## config.mk

```make
export PLATFORM = sky130hd
export DESIGN_NAME = step_command_gen
export DESIGN_NICKNAME = d
export VERILOG_FILES = /design/src/rtl/step_cmd_pkg.sv /design/src/rtl/key_debounce.sv /design/src/rtl/step_command_gen.sv
export SDC_FILE = /design/constraint.sdc
export NUM_CORES = 1
export LEC_CHECK = 0
export CORE_MARGIN = 5
export CORE_UTILIZATION = 45
export CTS_BUF_LIST = sky130_fd_sc_hd__clkbuf_4
export DETAILED_ROUTE_END_ITERATION = 12
export GPL_TIMING_DRIVEN = 0
export PLACE_DENSITY_LB_ADDON = 0.15
export SKIP_CTS_REPAIR_TIMING = 1
export SYNTH_ARGS = -nofsm -noshare
export SYNTH_HDL_FRONTEND = slang
export SYNTH_HIERARCHICAL = 1
export SYNTH_SLANG_ARGS = --single-unit
```

## constraint.sdc

```tcl
create_clock -name Clock -period 2.3 [get_ports Clock]
set_input_delay 0.345 -clock Clock [delete_from_list [all_inputs] [get_ports Clock]]
set_output_delay 0.345 -clock Clock [all_outputs]
set_load 0.02 [all_outputs]
```

## src/rtl/step_cmd_pkg.sv

```systemverilog
// step_cmd_pkg: shared types and constants for the step command generator.
//   state_t       : command FSM states (IDLE, FIRE, HOLD)
//   CMD_*         : 2-bit step codes driven onto {w1,w0}
//   KEY_*         : bit positions of each key in the per-key vectors
package step_cmd_pkg;

  typedef enum logic [1:0] {
    IDLE = 2'd0,
    FIRE = 2'd1,
    HOLD = 2'd2
  } state_t;

  localparam logic [1:0] CMD_HOLD = 2'b00;
  localparam logic [1:0] CMD_UP1  = 2'b01;
  localparam logic [1:0] CMD_UP2  = 2'b10;
  localparam logic [1:0] CMD_DOWN = 2'b11;

  localparam int NUM_KEYS = 3;
  localparam int KEY_UP1  = 0;
  localparam int KEY_UP2  = 1;
  localparam int KEY_DOWN = 2;

endpackage

```

## src/rtl/key_debounce.sv

```systemverilog
// key_debounce: two-flop synchronizer plus counter debouncer for one raw
// active-low pushbutton.
//   Clock  in  system clock, rising edge
//   Reset  in  synchronous, active-high; everything returns to "released"
//   key_n  in  raw asynchronous button, active-low
//   level  out debounced level (1 = released, 0 = pressed), registered
//   press  out one-cycle pulse in the cycle the debounced level falls 1->0
// The release of a key is observed through 'level' itself, which stays valid
// however long the consumer ignores it.
module key_debounce #(
  parameter int DEBOUNCE_CYCLES = 16
) (
  input  logic Clock,
  input  logic Reset,
  input  logic key_n,
  output logic level,
  output logic press
);

  localparam int CW = (DEBOUNCE_CYCLES > 2) ? $clog2(DEBOUNCE_CYCLES) : 1;
  localparam logic [CW-1:0] CNT_LAST = CW'(DEBOUNCE_CYCLES - 1);

  logic          sync1_reg;
  logic          sync2_reg;
  logic          level_reg;
  logic          press_reg;
  logic [CW-1:0] cnt_reg;

  always_ff @(posedge Clock) begin
    if (Reset) begin
      sync1_reg <= 1'b1;
      sync2_reg <= 1'b1;
      level_reg <= 1'b1;
      press_reg <= 1'b0;
      cnt_reg   <= '0;
    end else begin
      sync1_reg <= key_n;
      sync2_reg <= sync1_reg;
      press_reg <= 1'b0;
      if (sync2_reg == level_reg) begin
        // Any agreeing sample restarts the count, so bounces never add up.
        cnt_reg <= '0;
      end else if (cnt_reg == CNT_LAST) begin
        // This is the DEBOUNCE_CYCLES-th consecutive differing sample.
        cnt_reg   <= '0;
        level_reg <= sync2_reg;
        press_reg <= ~sync2_reg;
      end else begin
        cnt_reg <= cnt_reg + 1'b1;
      end
    end
  end

  assign level = level_reg;
  assign press = press_reg;

endmodule

```

## src/rtl/step_command_gen.sv

```systemverilog
// step_command_gen: turns three raw active-low pushbuttons into single-cycle
// step codes for the mod-10 step counter, with auto-repeat on long holds.
//   Clock      in  system clock, rising edge
//   Reset      in  synchronous, active-high
//   KeyUp1_n   in  raw button, active-low, issues +1 (01)
//   KeyUp2_n   in  raw button, active-low, issues +2 (10)
//   KeyDown_n  in  raw button, active-low, issues -1 (11)
//   w1, w0     out step code {w1,w0}, registered; 00 between commands
//   Active     out high while a key is latched (FIRE or HOLD), registered
// REPEAT_DELAY and REPEAT_RATE must both be at least 2.
module step_command_gen
  import step_cmd_pkg::*;
#(
  parameter int DEBOUNCE_CYCLES = 16,
  parameter int REPEAT_DELAY    = 64,
  parameter int REPEAT_RATE     = 16
) (
  input  logic Clock,
  input  logic Reset,
  input  logic KeyUp1_n,
  input  logic KeyUp2_n,
  input  logic KeyDown_n,
  output logic w1,
  output logic w0,
  output logic Active
);

  localparam int RPT_MAX = (REPEAT_DELAY > REPEAT_RATE) ? REPEAT_DELAY : REPEAT_RATE;
  localparam int RW      = $clog2(RPT_MAX + 1);
  localparam logic [RW-1:0] RPT_FIRST = RW'(REPEAT_DELAY - 1);
  localparam logic [RW-1:0] RPT_NEXT  = RW'(REPEAT_RATE - 1);

  logic [NUM_KEYS-1:0] key_raw_n;
  logic [NUM_KEYS-1:0] key_level;
  logic [NUM_KEYS-1:0] key_press;

  assign key_raw_n[KEY_UP1]  = KeyUp1_n;
  assign key_raw_n[KEY_UP2]  = KeyUp2_n;
  assign key_raw_n[KEY_DOWN] = KeyDown_n;

  generate
    for (genvar gi = 0; gi < NUM_KEYS; gi++) begin : g_key
      key_debounce #(
        .DEBOUNCE_CYCLES(DEBOUNCE_CYCLES)
      ) u_key_debounce (
        .Clock (Clock),
        .Reset (Reset),
        .key_n (key_raw_n[gi]),
        .level (key_level[gi]),
        .press (key_press[gi])
      );
    end
  endgenerate

  // Priority encoder for presses landing on the same cycle: Down > Up2 > Up1.
  logic                press_any;
  logic [1:0]          press_code;
  logic [NUM_KEYS-1:0] press_mask;

  always_comb begin
    press_any  = 1'b1;
    press_code = CMD_HOLD;
    press_mask = '0;
    if (key_press[KEY_DOWN]) begin
      press_code           = CMD_DOWN;
      press_mask[KEY_DOWN] = 1'b1;
    end else if (key_press[KEY_UP2]) begin
      press_code          = CMD_UP2;
      press_mask[KEY_UP2] = 1'b1;
    end else if (key_press[KEY_UP1]) begin
      press_code          = CMD_UP1;
      press_mask[KEY_UP1] = 1'b1;
    end else begin
      press_any = 1'b0;
    end
  end

  state_t              state_reg;
  logic [1:0]          code_reg;
  logic [NUM_KEYS-1:0] key_mask_reg;
  logic                first_reg;
  logic [RW-1:0]       rpt_reg;
  logic [1:0]          cmd_reg;
  logic                active_reg;

  logic          latched_released;
  logic [RW-1:0] rpt_dec;

  // Only the latched key's debounced level matters once a key is latched.
  assign latched_released = |(key_level & key_mask_reg);
  // Expiry is judged on the decremented value so repeats land exactly
  // REPEAT_DELAY / REPEAT_RATE cycles after the previous command.
  assign rpt_dec = rpt_reg - 1'b1;

  always_ff @(posedge Clock) begin
    if (Reset) begin
      state_reg    <= IDLE;
      code_reg     <= CMD_HOLD;
      key_mask_reg <= '0;
      first_reg    <= 1'b0;
      rpt_reg      <= '0;
      cmd_reg      <= CMD_HOLD;
      active_reg   <= 1'b0;
    end else begin
      case (state_reg)
        IDLE: begin
          if (press_any) begin
            state_reg    <= FIRE;
            code_reg     <= press_code;
            key_mask_reg <= press_mask;
            first_reg    <= 1'b1;
            cmd_reg      <= press_code;
            active_reg   <= 1'b1;
          end else begin
            cmd_reg    <= CMD_HOLD;
            active_reg <= 1'b0;
          end
        end
        FIRE: begin
          state_reg  <= HOLD;
          rpt_reg    <= first_reg ? RPT_FIRST : RPT_NEXT;
          first_reg  <= 1'b0;
          cmd_reg    <= CMD_HOLD;
          active_reg <= 1'b1;
        end
        HOLD: begin
          rpt_reg <= rpt_dec;
          if (latched_released) begin
            // Release wins over a simultaneous repeat expiry.
            state_reg  <= IDLE;
            cmd_reg    <= CMD_HOLD;
            active_reg <= 1'b0;
          end else if (rpt_dec == '0) begin
            state_reg  <= FIRE;
            cmd_reg    <= code_reg;
            active_reg <= 1'b1;
          end else begin
            cmd_reg    <= CMD_HOLD;
            active_reg <= 1'b1;
          end
        end
        default: begin
          state_reg  <= IDLE;
          cmd_reg    <= CMD_HOLD;
          active_reg <= 1'b0;
        end
      endcase
    end
  end

  assign w1     = cmd_reg[1];
  assign w0     = cmd_reg[0];
  assign Active = active_reg;

endmodule

```

==> results.json, run 1 <==
{
  "cellPowerDensity_nw_per_um2": 554,
  "worstPathArrival_ps": 2500,
  "place.gp.congestion": 0.729,
  "io_buffers": 7,
  "grt_pass1_wl_mm": 5.69,
  "ys_async_sr_fraction_pct": 0,
  "clock.fmax_mhz": 445,
  "ir_worst_vdd_uv": 387,
  "largest_reg_flops": 12,
  "critical_path_buf_inv_count": 2,
  "clockBufferDepth": 2,
  "dpl_worst_slack_ps": -104,
  "die-height_um": 74.0,
  "drive_gt1_share_pct": 12.3,
  "drv_slew": 0,
  "fp.coreArea_um2": 3970,
  "p_leak_nw": 0.771,
  "max_slew_margin_pct": 49.1,
  "routed_wl_mm": 3.28,
  "slowest_delay_ps": 410,
  "avgSynthCellArea_um2": 9.03,
  "synth_edf_count": 0,
  "yosysWarnings": 6,
  "crit_type": "flip-flop to flip-flop",
  "drc": 0,
  "hold_path.class": "flip-flop to flip-flop",
  "ant_nets": 0,
  "synth_area_um2": 1840,
  "status": "finished, final reports clean",
  "r2r_cells": 8,
  "end_kind": "flip-flop",
  "reg2reg_to": "state_reg[1]$_SDFFE_PP0P_",
  "setup-violations-final": 0,
  "slowest_stage": "or3b_4",
  "rrSetupSlack_ps": 50,
  "netlist.area_leader.share_pct": 45.7,
  "grt_util_all_layers_pct": 13.1,
  "placementRows": 23,
  "whs_endpoint": "g_key[0].u_key_debounce/sync2_reg$_SDFF_PP1_",
  "period_share_pct": 97.7,
  "crit_fanout": 5,
  "die_x_um": 74.0,
  "fin_util_pct": 51.4,
  "worst_pin_slew_ps": 761,
  "drtIter0Drc": 95,
  "ys_ff_latch": 42,
  "layout.nets": 233,
  "synth.distinct_cells": 35,
  "h-tree-depth": 2,
  "cts-root-buf": "clkbuf_4",
  "period_needed_ps": 2250,
  "vias": 1435,
  "grt-ovfl-total": 0,
  "setup_ws_ps": 53.6,
  "hold_viol_final": 0,
  "start_kind": "flip-flop",
  "cp_cell_sequence": "inv_1 > ha_2 > or3b_4 > o31a_1 > nor4_4 > buf_4 > mux2_4 > o311ai_1",
  "n_antenna_cell": 0,
  "synth_seq_area_share_pct": 45.7,
  "grt_pass1_vias": 1350,
  "cp.required_ps": 2550,
  "die-area_um2": 5470,
  "yosysMostFrequentCell": "dfxtp_1",
  "viasPerCell": 5.31,
  "path_clk_slew_ps": 130,
  "grt_max_degree": 23,
  "ys_top_cells_by_area": "dfxtp_1, ha_1, nand2_1",
  "synth_cells": 204,
  "hold_depth": 1,
  "dp_cells": 261,
  "r2r-start": "rpt_reg[0]$_SDFFE_PP0P_",
  "worstSkewPairLatency_ps": 350,
  "dr.pass1.iters": 4,
  "fill_cells": 379,
  "max_cap_violations": 0,
  "ios": 8,
  "area_growth_pct": 10.9,
  "cts.sinks": 42,
  "fin_cells": 270,
  "synth_common_cells": "dfxtp_1, nand2_1, nor2_1",
  "cts_tree": "built",
  "initial_core_util_pct": 46.4,
  "place_hpwl_mm": 2.36,
  "synth_flop_cell": "dfxtp_1",
  "fin_worst_skew_ps": 16.4,
  "numCtsBuffers": 5,
  "yosysTopAreaCell": "dfxtp_1",
  "critPathTopFamily": "simple AND/OR/NAND/NOR gates",
  "wl_per_cell_um": 12.1,
  "antenna_found_initial": 0,
  "syn_nets": 218,
  "hold_path.startpoint": "g_key[0].u_key_debounce/sync1_reg$_SDFF_PP1_"
}
how the worst max path moves through the flow:
stage	startpoint	end	slack, ps	cells after the start
2_1_floorplan	rpt_reg[0]$_SDFFE_PP0P_	state_reg[1]$_SDFFE_PP0P_	320	7
3_3_place_gp	Reset	rpt_reg[0]$_SDFFE_PP0P_	-80	4
3_5_place_dp	Reset	code_reg[1]$_SDFFE_PP0P_	-100	4
4_1_cts	rpt_reg[0]$_SDFFE_PP0P_	state_reg[1]$_SDFFE_PP0P_	100	7
5_1_grt	rpt_reg[0]$_SDFFE_PP0P_	state_reg[1]$_SDFFE_PP0P_	-2	8
6_report	rpt_reg[0]$_SDFFE_PP0P_	state_reg[1]$_SDFFE_PP0P_	50	8
stage by stage:
| stage | TNS [ps] | power (mW) | hold WS, ps | instance area (um2) |
|---|---|---|---|---|
| detailed placement | -817 | 0.785 | 395 | 1970 |
| global route | -1.92 | 1.19 | 434 | 2040 |
| floorplan | 0 | 0.769 | 389 | 1840 |
| global placement | -744 | 0.784 | 393 | 1970 |
| CTS | 0 | 1.15 | 422 | 2030 |
| finish | 0 | 1.13 | 423 | 2040 |
cell families after synthesis:
kind of cell / share of synthesized area (%)
AND/OR/NAND/NOR: 27.4
flip-flops: 45.7
AO/OA/AOI/OAI: 11.1
buffers and inverters: 3.06
XOR/XNOR: 5.23
adder cells (fa/ha/maj): 6.11
multiplexers: 1.36
report_power, final:
part           internal (mW)  switching [mW]
clock                  0.120           0.243
combinational         0.0149          0.0169
sequential             0.734         0.00382
worst reg2reg max path, stage by stage, from the launching register on:
cell	delay, ps
dfxtp_2	360
inv_1	70
ha_2	200
or3b_4	410
o31a_1	280
nor4_4	260
buf_4	190
mux2_4	300
o311ai_1	80
layer usage:
layer / track usage [%] / vias to the layer above / wire, um
met5: 0 / - / 0
met4: 6.24 / 0 / 44
met3: 3.24 / 5 / 132
met2: 20.7 / 26 / 1470
met1: 16.7 / 666 / 1630
li1: - / 738 / -
final cells by class:
cell class | instances | area [um2] | share of cell area (%)
Sequential cell | 42 | 842 | 41.2
Buffer | 5 | 18.8 | 0.919
Tap cell | 50 | 62.6 | 3.06
Clock inverter | 3 | 18.8 | 0.919
Inverter | 10 | 37.5 | 1.84
Multi-Input combinational cell | 147 | 947 | 46.4
Clock buffer | 5 | 37.5 | 1.84
Timing Repair Buffer | 8 | 77.6 | 3.80
placed cells by master (no fill, tap or decap), types with 2 or more instances in the layout:
cell	netlist	routed
dfxtp_1	42	41
nand2_1	21	21
nor2_1	21	21
a21oi_1	12	12
nand3_1	12	12
inv_1	10	10
nor3_1	10	10
xor2_1	9	9
o21ai_0	8	8
ha_1	9	8
clkdlybuf4s50_1	0	7
or2_2	6	6
clkbuf_1	5	5
clkbuf_4	0	5
nand3b_1	4	4
or3_1	3	3
nor2b_1	3	3
a41oi_1	3	3
nor4b_2	3	3
and3b_2	3	3
a22oi_1	2	2
a211oi_1	2	2
xnor2_1	2	2
clkinv_2	0	2
Power figures use the tool's default switching activity.
==> run 2, diff against run 1 <==
- CORE_MARGIN: 5 -> not set
- CTS_CLUSTER_SIZE: not set -> 8
==> results.json, run 2 (same netlist as run 1, synthesis figures left out) <==
{
  "drc": 0,
  "grt_pass1_wl_mm": 5.70,
  "fill_cells": 350,
  "max_cap_violations": 0,
  "grt_pass1_vias": 1373,
  "rsz0062_at_grt": "false",
  "hold_viol_final": 0,
  "viasPerCell": 5.31,
  "end_kind": "flip-flop",
  "die-height_um": 66.0,
  "cellPowerDensity_nw_per_um2": 586,
  "fin_util_pct": 54.3,
  "period_needed_ps": 2200,
  "fin_worst_skew_ps": 3.10,
  "final_common_cell": "dfxtp_1",
  "die-area_um2": 4350,
  "dpl_worst_slack_ps": -118,
  "register_area_um2": 842,
  "cts-root-buf": "clkbuf_4",
  "largest_reg_flops": 12,
  "multi_input_area_um2": 957,
  "setup_tns_ps": 0,
  "h-tree-depth": 2,
  "cp.required_ps": 2560,
  "start_kind": "flip-flop",
  "cts_tree": "built",
  "area_growth_pct": 12.1,
  "worstPathArrival_ps": 2460,
  "grt_max_degree": 23,
  "worstSkewPairLatency_ps": 340,
  "path_clk_slew_ps": 110,
  "n_antenna_cell": 0,
  "worst_pin_slew_ps": 746,
  "dr.pass1.iters": 4,
  "vias": 1417,
  "setup-violations-final": 0,
  "routed_wl_mm": 3.28,
  "crit_type": "flip-flop to flip-flop",
  "ant_nets": 0,
  "place.gp.congestion": 0.819,
  "clockBufferDepth": 2,
  "ios": 8,
  "wl_per_cell_um": 12.3,
  "die_x_um": 66.0,
  "crit_fanout": 5,
  "setup_ws_ps": 99.4,
  "p_leak_nw": 0.776,
  "grt_util_all_layers_pct": 17.6,
  "drv_slew": 0,
  "layout_common_cells": "dfxtp_1, nand2_1, nor2_1",
  "max_slew_margin_pct": 50.1,
  "layout.nets": 233,
  "place_hpwl_mm": 2.39,
  "cts.sinks": 42,
  "grt-ovfl-total": 0,
  "drive_gt1_share_pct": 11.4,
  "numCtsBuffers": 5,
  "ir_worst_vdd_uv": 344,
  "clock.fmax_mhz": 454,
  "placementRows": 22,
  "fp.coreArea_um2": 3800,
  "hold_path.class": "flip-flop to flip-flop",
  "drtIter0Drc": 75,
  "io_buffers": 7,
  "period_share_pct": 95.7,
  "dp_cells": 259,
  "initial_core_util_pct": 48.5,
  "antenna_found_initial": 0,
  "fin_cells": 267,
  "status": "finished, final reports clean"
}
## run 2: cell types whose count changed in the layout (fill, tap and decap cells not counted), sizes merged
cell / before / now
bufinv: 0 / 1
inv: 11 / 10
clkinv: 2 / 1
## run 2: per-layer routing
layer / track usage, % / up-vias / part of all wire, %
met4: 5.85 / 0 / 0.82
met1: 21.4 / 646 / 48
met2: 28.1 / 29 / 47
met3: 7.41 / 4 / 4.5
met5: 0 / - / 0
li1: - / 738 / -
## run 2: area by class of cell
type,count,area share (%)
Buffer,5,0.909
Clock buffer,5,1.82
Clock inverter,2,1.64
Inverter,10,1.82
Multi-Input combinational cell,147,46.4
Sequential cell,42,40.8
Tap cell,48,2.91
Timing Repair Buffer,8,3.76
## run 2: through the flow
stage,cell area (um2),total power [mW],hold WS (ps)
2_1_floorplan,1840,0.769,389
6_report,2060,1.21,426
5_1_grt,2060,1.27,439
3_5_place_dp,1970,0.786,401
4_1_cts,2040,1.23,430
3_3_place_gp,1970,0.784,396
## run 2: worst max-delay path: stages, from the launching register on
cell and delay, ps:
dfxtp_1 340, inv_1 110, ha_4 160, or3b_4 410, o31a_1 280, nor4_4 240, buf_4 190, mux2_4 300
o311ai_1 80
## run 2: where the power goes
part | switching (mW) | total, mW | internal [mW]
Combinational | 0.0162 | 0.0310 | 0.0149
Sequential | 0.00399 | 0.737 | 0.733
Clock | 0.221 | 0.441 | 0.220
Total | 0.241 | 1.21 | 0.968
## run 2: final timing paths
check | start | to | slack, ps | cells after the start
hold reg to reg | g_key[1].u_key_debounce/sync1_reg$_SDFF_PP1_ | g_key[1].u_key_debounce/sync2_reg$_SDFF_PP1_ | 430 | 1
setup reg to reg | rpt_reg[1]$_SDFFE_PP0P_ | state_reg[1]$_SDFFE_PP0P_ | 100 | 8
setup / recovery | rpt_reg[1]$_SDFFE_PP0P_ | state_reg[1]$_SDFFE_PP0P_ | 100 | 8
hold / removal | g_key[1].u_key_debounce/sync1_reg$_SDFF_PP1_ | g_key[1].u_key_debounce/sync2_reg$_SDFF_PP1_ | 430 | 1
==> run 3, diff against run 2 <==
- CORE_UTILIZATION: 45 -> 37
- REMOVE_ABC_BUFFERS: not set -> 1
==> results.json, run 3 (same netlist as run 1, synthesis figures left out) <==
{
  "status": "finished, final reports clean",
  "crit_type": "flip-flop to flip-flop",
  "slowest_delay_ps": 420,
  "worst_pin_slew_ps": 691,
  "initial_core_util_pct": 38.7,
  "max_slew_margin_pct": 54.0,
  "numCtsBuffers": 5,
  "ios": 8,
  "place.gp.congestion": 0.753,
  "cts.sinks": 42,
  "antenna_found_initial": 0,
  "largest_reg_flops": 12,
  "drc": 0,
  "p_switching_mw": 0.272,
  "drive_gt1_share_pct": 11.7,
  "period_needed_ps": 2180,
  "period_share_pct": 94.6,
  "start_kind": "flip-flop",
  "grt_util_met2_pct": 18.9,
  "setup-violations-final": 0,
  "fin_worst_skew_ps": 8.00,
  "path_clk_slew_ps": 130,
  "die-height_um": 72.6,
  "grt-ovfl-total": 0,
  "worstSkewPairLatency_ps": 350,
  "critical_path_buf_inv_count": 1,
  "setup_tns_ps": 0,
  "cts-root-buf": "clkbuf_4",
  "clock.fmax_mhz": 460,
  "cts_tree": "built",
  "die-area_um2": 5260,
  "ir_worst_vdd_uv": 328,
  "cp.required_ps": 2560,
  "area_growth_pct": 11.5,
  "use_met1_pct": 16.6,
  "rsz0062_at_grt": "false",
  "fill_cells": 478,
  "comb_power_share_pct": 2.3,
  "die_x_um": 72.6,
  "p_leak_nw": 0.770,
  "fp.coreArea_um2": 4750,
  "place_hpwl_mm": 2.02,
  "power_frac_seq_pct": 59.0,
  "grt_pass1_vias": 1158,
  "grt_pass1_wl_mm": 5.09,
  "end_kind": "flip-flop",
  "io_buffers": 7,
  "drtIter0Drc": 68,
  "p_int_mw": 0.978,
  "n_antenna_cell": 0,
  "dr.pass1.iters": 4,
  "final_common_cell": "dfxtp_1",
  "clockBufferDepth": 2,
  "crit_fanout": 5,
  "vias": 1334,
  "viasPerCell": 4.75,
  "grt_util_all_layers_pct": 12.7,
  "grt_busiest_layer": "met2",
  "wl_per_cell_um": 10.7,
  "max_cap_violations": 0,
  "routed_wl_mm": 3.01,
  "power.total_mw": 1.25,
  "ant_nets": 0,
  "layout.nets": 227,
  "cp_cell_sequence": "inv_1 > ha_1 > or3b_4 > o31a_1 > nor4_4 > mux2_4 > o311ai_1",
  "p_sw_share_pct": 21.7,
  "pwr-share-clk_pct": 38.7,
  "placementRows": 25,
  "hold_viol_final": 0,
  "layout_common_cells": "dfxtp_1, nand2_1, nor2_1",
  "slowest_stage": "or3b_4",
  "grt_util_met3_pct": 3.75,
  "worstPathArrival_ps": 2440,
  "grt_max_degree": 41,
  "cellPowerDensity_nw_per_um2": 609,
  "hold_path.class": "flip-flop to flip-flop",
  "critPathTopFamily": "simple AND/OR/NAND/NOR gates",
  "h-tree-depth": 2,
  "drv_slew": 0
}
run 3: power groups by stage:
stage / registers, mW / logic, mW / clock network [mW]
after floorplan: 0.753 / 0.0121 / 0
after global placement: 0.754 / 0.0303 / 0
after detailed placement: 0.754 / 0.0302 / 0
after CTS: 0.738 / 0.0303 / 0.508
after global routing: 0.739 / 0.0319 / 0.533
final: 0.738 / 0.0287 / 0.484
run 3: path summary, 6_finish.rpt:
kind / slack, ps / cells after the start / to / from
worst min register to register: 420 / 1 / g_key[2].u_key_debounce/sync2_reg$_SDFF_PP1_ / g_key[2].u_key_debounce/sync1_reg$_SDFF_PP1_
worst max register to register: 120 / 7 / state_reg[1]$_SDFFE_PP0P_ / rpt_reg[0]$_SDFFE_PP0P_
worst min-delay path: 420 / 1 / g_key[2].u_key_debounce/sync2_reg$_SDFF_PP1_ / g_key[2].u_key_debounce/sync1_reg$_SDFF_PP1_
worst max-delay path: 120 / 7 / state_reg[1]$_SDFFE_PP0P_ / rpt_reg[0]$_SDFFE_PP0P_
run 3: area by class of cell:
| cell class | count | area [um2] | area share [%] |
|---|---|---|---|
| Sequential cell | 42 | 841 | 41.0 |
| Multi-Input combinational cell | 147 | 945 | 46.0 |
| Clock buffer | 5 | 37.5 | 1.83 |
| Timing Repair Buffer | 7 | 65.1 | 3.17 |
| Inverter | 10 | 37.5 | 1.83 |
| Tap cell | 67 | 83.8 | 4.08 |
| Clock inverter | 3 | 43.8 | 2.13 |
run 3: metrics by stage:
stage	cell area, um2	hold slack [ps]	setup WS, ps	instances	utilization, %
after floorplan	1820	389	321	199	-
after global placement	1980	390	-294	273	41.6
after detailed placement	1980	396	-310	273	41.6
after CTS	2060	427	81.3	281	43.3
after global routing	2050	438	14.6	281	43.2
final	2050	423	125	281	43.2
run 3: layer usage:
layer,up-vias,part of all wire (%)
li1,723,-
met1,593,52
met2,13,44
met3,5,2.6
met4,0,1.7
met5,-,0
==> patch 1: new RTL, config.mk and constraints of run 2 <==
Add an input register stage for `KeyDown_n`, cleared by the reset; this delays it by one clock. The other inputs are not delayed to match.
--- a/src/rtl/step_command_gen.sv
+++ b/src/rtl/step_command_gen.sv
@@ -30,13 +30,23 @@
   localparam logic [RW-1:0] RPT_FIRST = RW'(REPEAT_DELAY - 1);
   localparam logic [RW-1:0] RPT_NEXT  = RW'(REPEAT_RATE - 1);
 
+  logic KeyDown_n_q;
+
+  always_ff @(posedge Clock) begin
+    if (Reset) begin
+      KeyDown_n_q <= '0;
+    end else begin
+      KeyDown_n_q <= KeyDown_n;
+    end
+  end
+
   logic [NUM_KEYS-1:0] key_raw_n;
   logic [NUM_KEYS-1:0] key_level;
   logic [NUM_KEYS-1:0] key_press;
 
   assign key_raw_n[KEY_UP1]  = KeyUp1_n;
   assign key_raw_n[KEY_UP2]  = KeyUp2_n;
-  assign key_raw_n[KEY_DOWN] = KeyDown_n;
+  assign key_raw_n[KEY_DOWN] = KeyDown_n_q;
 
   generate
     for (genvar gi = 0; gi < NUM_KEYS; gi++) begin : g_key
Function: same outputs for any inputs over 10 cycles, from zero or initial values and one cycle with Reset high; that may be too few to reach the edited logic, so the function may still have changed.
==> patch 1 against run 2 <==
- wire length increased by 6.5%
- synthesized area is 3.1% higher
- core utilization down 2.1 points
- setup slack improved by 0.24 ns
- synthesized cell count grew 1.5%
- count of clock-buffer cells in the layout is 1 higher
- cell area grew 2.0%
- sequential share of layout area increased by 0.091 points
- sequential cell count rose by 1
- critical endpoint is now state_reg[0]
- largest cell class unchanged
Power is not compared: it rests on default switching activity, and its combinational part moved more than twofold at a synthesized area within 25%.
==> patch 1: results (changes against run 2) <==
status complete, no violations (unchanged); Async SR Flop Fraction 0% (unchanged); layout cell share with drive strength beyond 1 12.2% (was 11.4%); peak supply drop roughly 0.0005 V; htree depth 2 (unchanged); worst-margin pin slew 0.696 ns (was 0.746 ns); Mean Syn Cell Area 9.17 um^2 (was 9.03 um^2); CP Max Fanout 7 (was 5); clock-pin slew on the worst setup and hold paths 0.11 ns (about the same); total negative slack 0 ns (unchanged); CTS max path bufs 2 (unchanged); Synth cell types 38 (was 35); Synthesized Nets 221 (was 218); Largest stage delay, worst path 0.51 ns (was 0.41 ns); slowest library cell on the worst path a2111oi_4 (was or3b_4); DP Wirelength 2500 um (was 2390 um); pin count of the biggest net entering global routing 22 (was 23); initial antenna violation count 0 (unchanged); top cells by count, synth dfxtp_1 (43), nor2_1 (26), nand2_1 (18) (was dfxtp_1 (42), nand2_1 (21), nor2_1 (21)); Cell Area, Placed 2030 um^2 (was 1970 um^2); cell count after placement 264 (was 259); nets@finish 235 (was 233); Layout Skew 0.00579 ns (was 0.00310 ns); Synth area leaders dfxtp_1 (45%), ha_1 (5.9%), nor2_1 (5.1%) (was dfxtp_1 (46%), ha_1 (6.1%), nand2_1 (4.3%)); Initial DRT Pass Iterations 4 (unchanged); vias in the first global route 1507 (was 1373); Vias 1444 (was 1417); CP arrival 2.21 ns (was 2.46 ns); RePlAce Congestion 0.876 (was 0.819); antenna cells 0 (unchanged); final setup violation count 0 (unchanged); DR WL/cell 12.9 um (was 12.3 um); CP top delay family compound AO/OA/AOI/OAI gates (was simple AND/OR/NAND/NOR gates); global-route wire length before repair 6270 um (was 5700 um); CTS buffer count 5 (unchanged); Hold Crit Class reg -> reg (unchanged); vias per inst 5.33 (was 5.31); GRT Total Usage 18.7% (was 17.6%); root buffer cell clkbuf_4 (unchanged); sequential fraction of the synthesis area 45.4% (was 45.7%); max reg flops 12 (unchanged); drt initial violations 62 (was 75); clk_lat worst skew 0.35 ns
==> patch 1: cell families after synthesis <==
family                   count (synthesis)  synth area share [%]
AND/OR/NAND/NOR                         93                  26.8
flip-flops                              43                  45.4
AO/OA/AOI/OAI                           35                  12.5
buffers and inverters                   16                  4.22
XOR/XNOR                                 9                  4.15
adder cells (fa/ha/maj)                  9                  5.93
multiplexers                             2                  1.05
==> patch 1: worst paths after layout <==
kind         slack (ns)                                 to                              start  depth (start not counted)
max reg2reg        0.34                       state_reg[0]                         rpt_reg[0]                          7
max                0.34                       state_reg[0]                         rpt_reg[0]                          7
min                0.42  g_key[0].u_key_debounce/sync2_reg  g_key[0].u_key_debounce/sync1_reg                          1
min reg2reg        0.42  g_key[0].u_key_debounce/sync2_reg  g_key[0].u_key_debounce/sync1_reg                          1
==> patch 1: through the flow <==
step                setup slack [ns]  power (mW)
finish                         0.342        1.85
CTS                            0.353        1.86
floorplan                      0.573        1.28
global route                   0.204        1.96
detailed placement             0.109        1.40
global placement               0.200        1.37
==> patch 1: layout make-up <==
class,count,area (um^2)
tap,50,62.6
fill,398,1920
clock buffer,6,45.0
clock inverter,1,30.0
timing repair buffer,7,70.1
sequential,43,861
multi-input combinational,148,957
inverter,10,37.5
buffer,6,42.5
==> patch 1: power by group <==
group	switching (mW)	internal (mW)	total (mW)
clock	0.226	0.236	0.462
combinational	0.310	0.232	0.542
sequential	0.0474	0.795	0.843
==> patch 1: per-layer routing <==
layer	vias to the layer above	global-route usage, %	wire length, um	part of all wire [%]
li1	736	-	-	-
met2	26	32.8	1740	50
met4	0	7.71	53	1.5
met5	-	0	0	0
met1	677	20.8	1580	45
met3	5	5.31	115	3.3
==> patch 2: new RTL, settings of run 2 <==
Without the edit above. `DEBOUNCE_CYCLES` is set to 16 in 2 places; all go to 8.
--- a/src/rtl/key_debounce.sv
+++ b/src/rtl/key_debounce.sv
@@ -8,7 +8,7 @@
 // The release of a key is observed through 'level' itself, which stays valid
 // however long the consumer ignores it.
 module key_debounce #(
-  parameter int DEBOUNCE_CYCLES = 16
+  parameter int DEBOUNCE_CYCLES = 8
 ) (
   input  logic Clock,
   input  logic Reset,
--- a/src/rtl/step_command_gen.sv
+++ b/src/rtl/step_command_gen.sv
@@ -11,7 +11,7 @@
 module step_command_gen
   import step_cmd_pkg::*;
 #(
-  parameter int DEBOUNCE_CYCLES = 16,
+  parameter int DEBOUNCE_CYCLES = 8,
   parameter int REPEAT_DELAY    = 64,
   parameter int REPEAT_RATE     = 16
 ) (
Behaviour: same outputs for any inputs over 10 cycles, from zero or initial values and one cycle with Reset high; that may be too few to reach the edited logic, so the function may still have changed.
==> patch 2 against run 2 <==
- setup slack lost 0.0088 ns
- wire length is 6.1% lower
- cell area shrank 5.7%
- synthesized area decreased by 7.5%
- sequential share of layout area fell by 0.62 points
- power fell by 2.8%
- sequential cell count down 3
- highest routed layer unchanged
- critical path depth stayed put
- die area fell by 7.3%
==> patch 2: results (changes against run 2) <==
metal3 WL 116 um (was 146 um); worst hold margin 0.424 ns (was 0.426 ns); slowest library cell on the worst path or3b_4 (unchanged); sequential fraction of the synthesis area 45.8% (was 45.7%); pin count of the biggest net entering global routing 26 (was 23); Synth area leaders dfxtp_1 (46%), ha_1 (8.8%), a21oi_1 (3.5%) (was dfxtp_1 (46%), ha_1 (6.1%), nand2_1 (4.3%)); layout cell share with drive strength beyond 1 14.7% (was 11.4%); leak pwr 0.715 nW (was 0.776 nW); cell count after placement 233 (was 259); worst-margin pin slew 0.783 ns (was 0.746 ns); Cell Area, Placed 1830 um^2 (was 1970 um^2); nets@finish 213 (was 233); drt initial violations 71 (was 75); Mean Syn Cell Area 9.46 um^2 (was 9.03 um^2); Hold Crit Start g_key[2].u_key_debounce/sync1_reg (was g_key[1].u_key_debounce/sync1_reg); peak supply drop 0.000456 V (was 0.000344 V); max reg flops 9 (was 12); WL met2 1550 um (was 1540 um); Worst R2R Start rpt_reg[0] (was rpt_reg[1]); global-route wire length before repair 5380 um (was 5700 um); post-route insts no fill 243 (was 267); Post-Place Worst Slack -0.130 ns (was -0.118 ns); Vias 1343 (was 1417); Routed WL 3080 um (was 3280 um); routing usage on met3 4.35% (was 7.41%); DP Wirelength 2110 um (was 2390 um); clk_lat worst skew 0.34 ns (about the same); GRT Total Usage 16.9% (was 17.6%); status complete, no violations (unchanged); RePlAce Congestion 0.780 (was 0.819); CTS buffer count 5 (unchanged); top cells by count, synth dfxtp_1 (39), nand2_1 (15), a21oi_1 (12), ha_1 (12), nor2_1 (12) (was dfxtp_1 (42), nand2_1 (21), nor2_1 (21)); WL met1 1380 um (was 1570 um); Synth cell types 34 (was 35); Endpoint, Worst Hold g_key[2].u_key_debounce/sync2_reg (was g_key[1].u_key_debounce/sync2_reg)
## patch 2: changes by cell type after synthesis, sizes merged, moves of 6 or more
cell   delta
xor2      -9
nand2     -6
nor2      -9
nand3     -6
## patch 2: cells by family after synthesis
| logic type | after synthesis | synth area share (%) |
|---|---|---|
| AO/OA/AOI/OAI | 33 | 12.3 |
| buffers and inverters | 12 | 2.65 |
| multiplexers | 2 | 1.47 |
| flip-flops | 39 | 45.8 |
| adder cells (fa/ha/maj) | 12 | 8.82 |
| XOR/XNOR | 5 | 2.57 |
| AND/OR/NAND/NOR | 77 | 26.4 |
## patch 2: how the worst max path moves through the flow
stage	startpoint	end	slack, ns	cells past startpoint
final	rpt_reg[0]	state_reg[1]	0.09	8
after global routing	rpt_reg[1]	state_reg[1]	0.02	8
after CTS	rpt_reg[0]	state_reg[1]	0.06	7
after detailed placement	Reset	key_mask_reg[2]	-0.13	4
after global placement	Reset	key_mask_reg[1]	-0.08	4
after floorplan	rpt_reg[0]	state_reg[1]	0.32	7
## patch 2: where the power goes
| part | internal, mW | switching, mW | total, mW |
|---|---|---|---|
| combinational | 0.0139 | 0.0158 | 0.0297 |
| sequential | 0.682 | 0.00313 | 0.685 |
| clock | 0.229 | 0.233 | 0.461 |
| total | 0.924 | 0.252 | 1.18 |
## patch 2: cell type report
class                   instances  area [um^2]
inverters                       7         26.3
clock inverters                 3         43.8
clock buffers                   5         37.5
flip-flops and latches         39          782
well taps                      46         57.6
fillers                       318         1520
multi-input cells             129          896
repair buffers                  9         85.1
plain buffers                   5         18.8
## patch 2: stage by stage
stage / TNS [ns] / power, mW
after global routing: 0 / 1.22
after floorplan: 0 / 0.713
final: 0 / 1.18
after CTS: 0 / 1.18
after global placement: -0.689 / 0.728
after detailed placement: -1.12 / 0.730
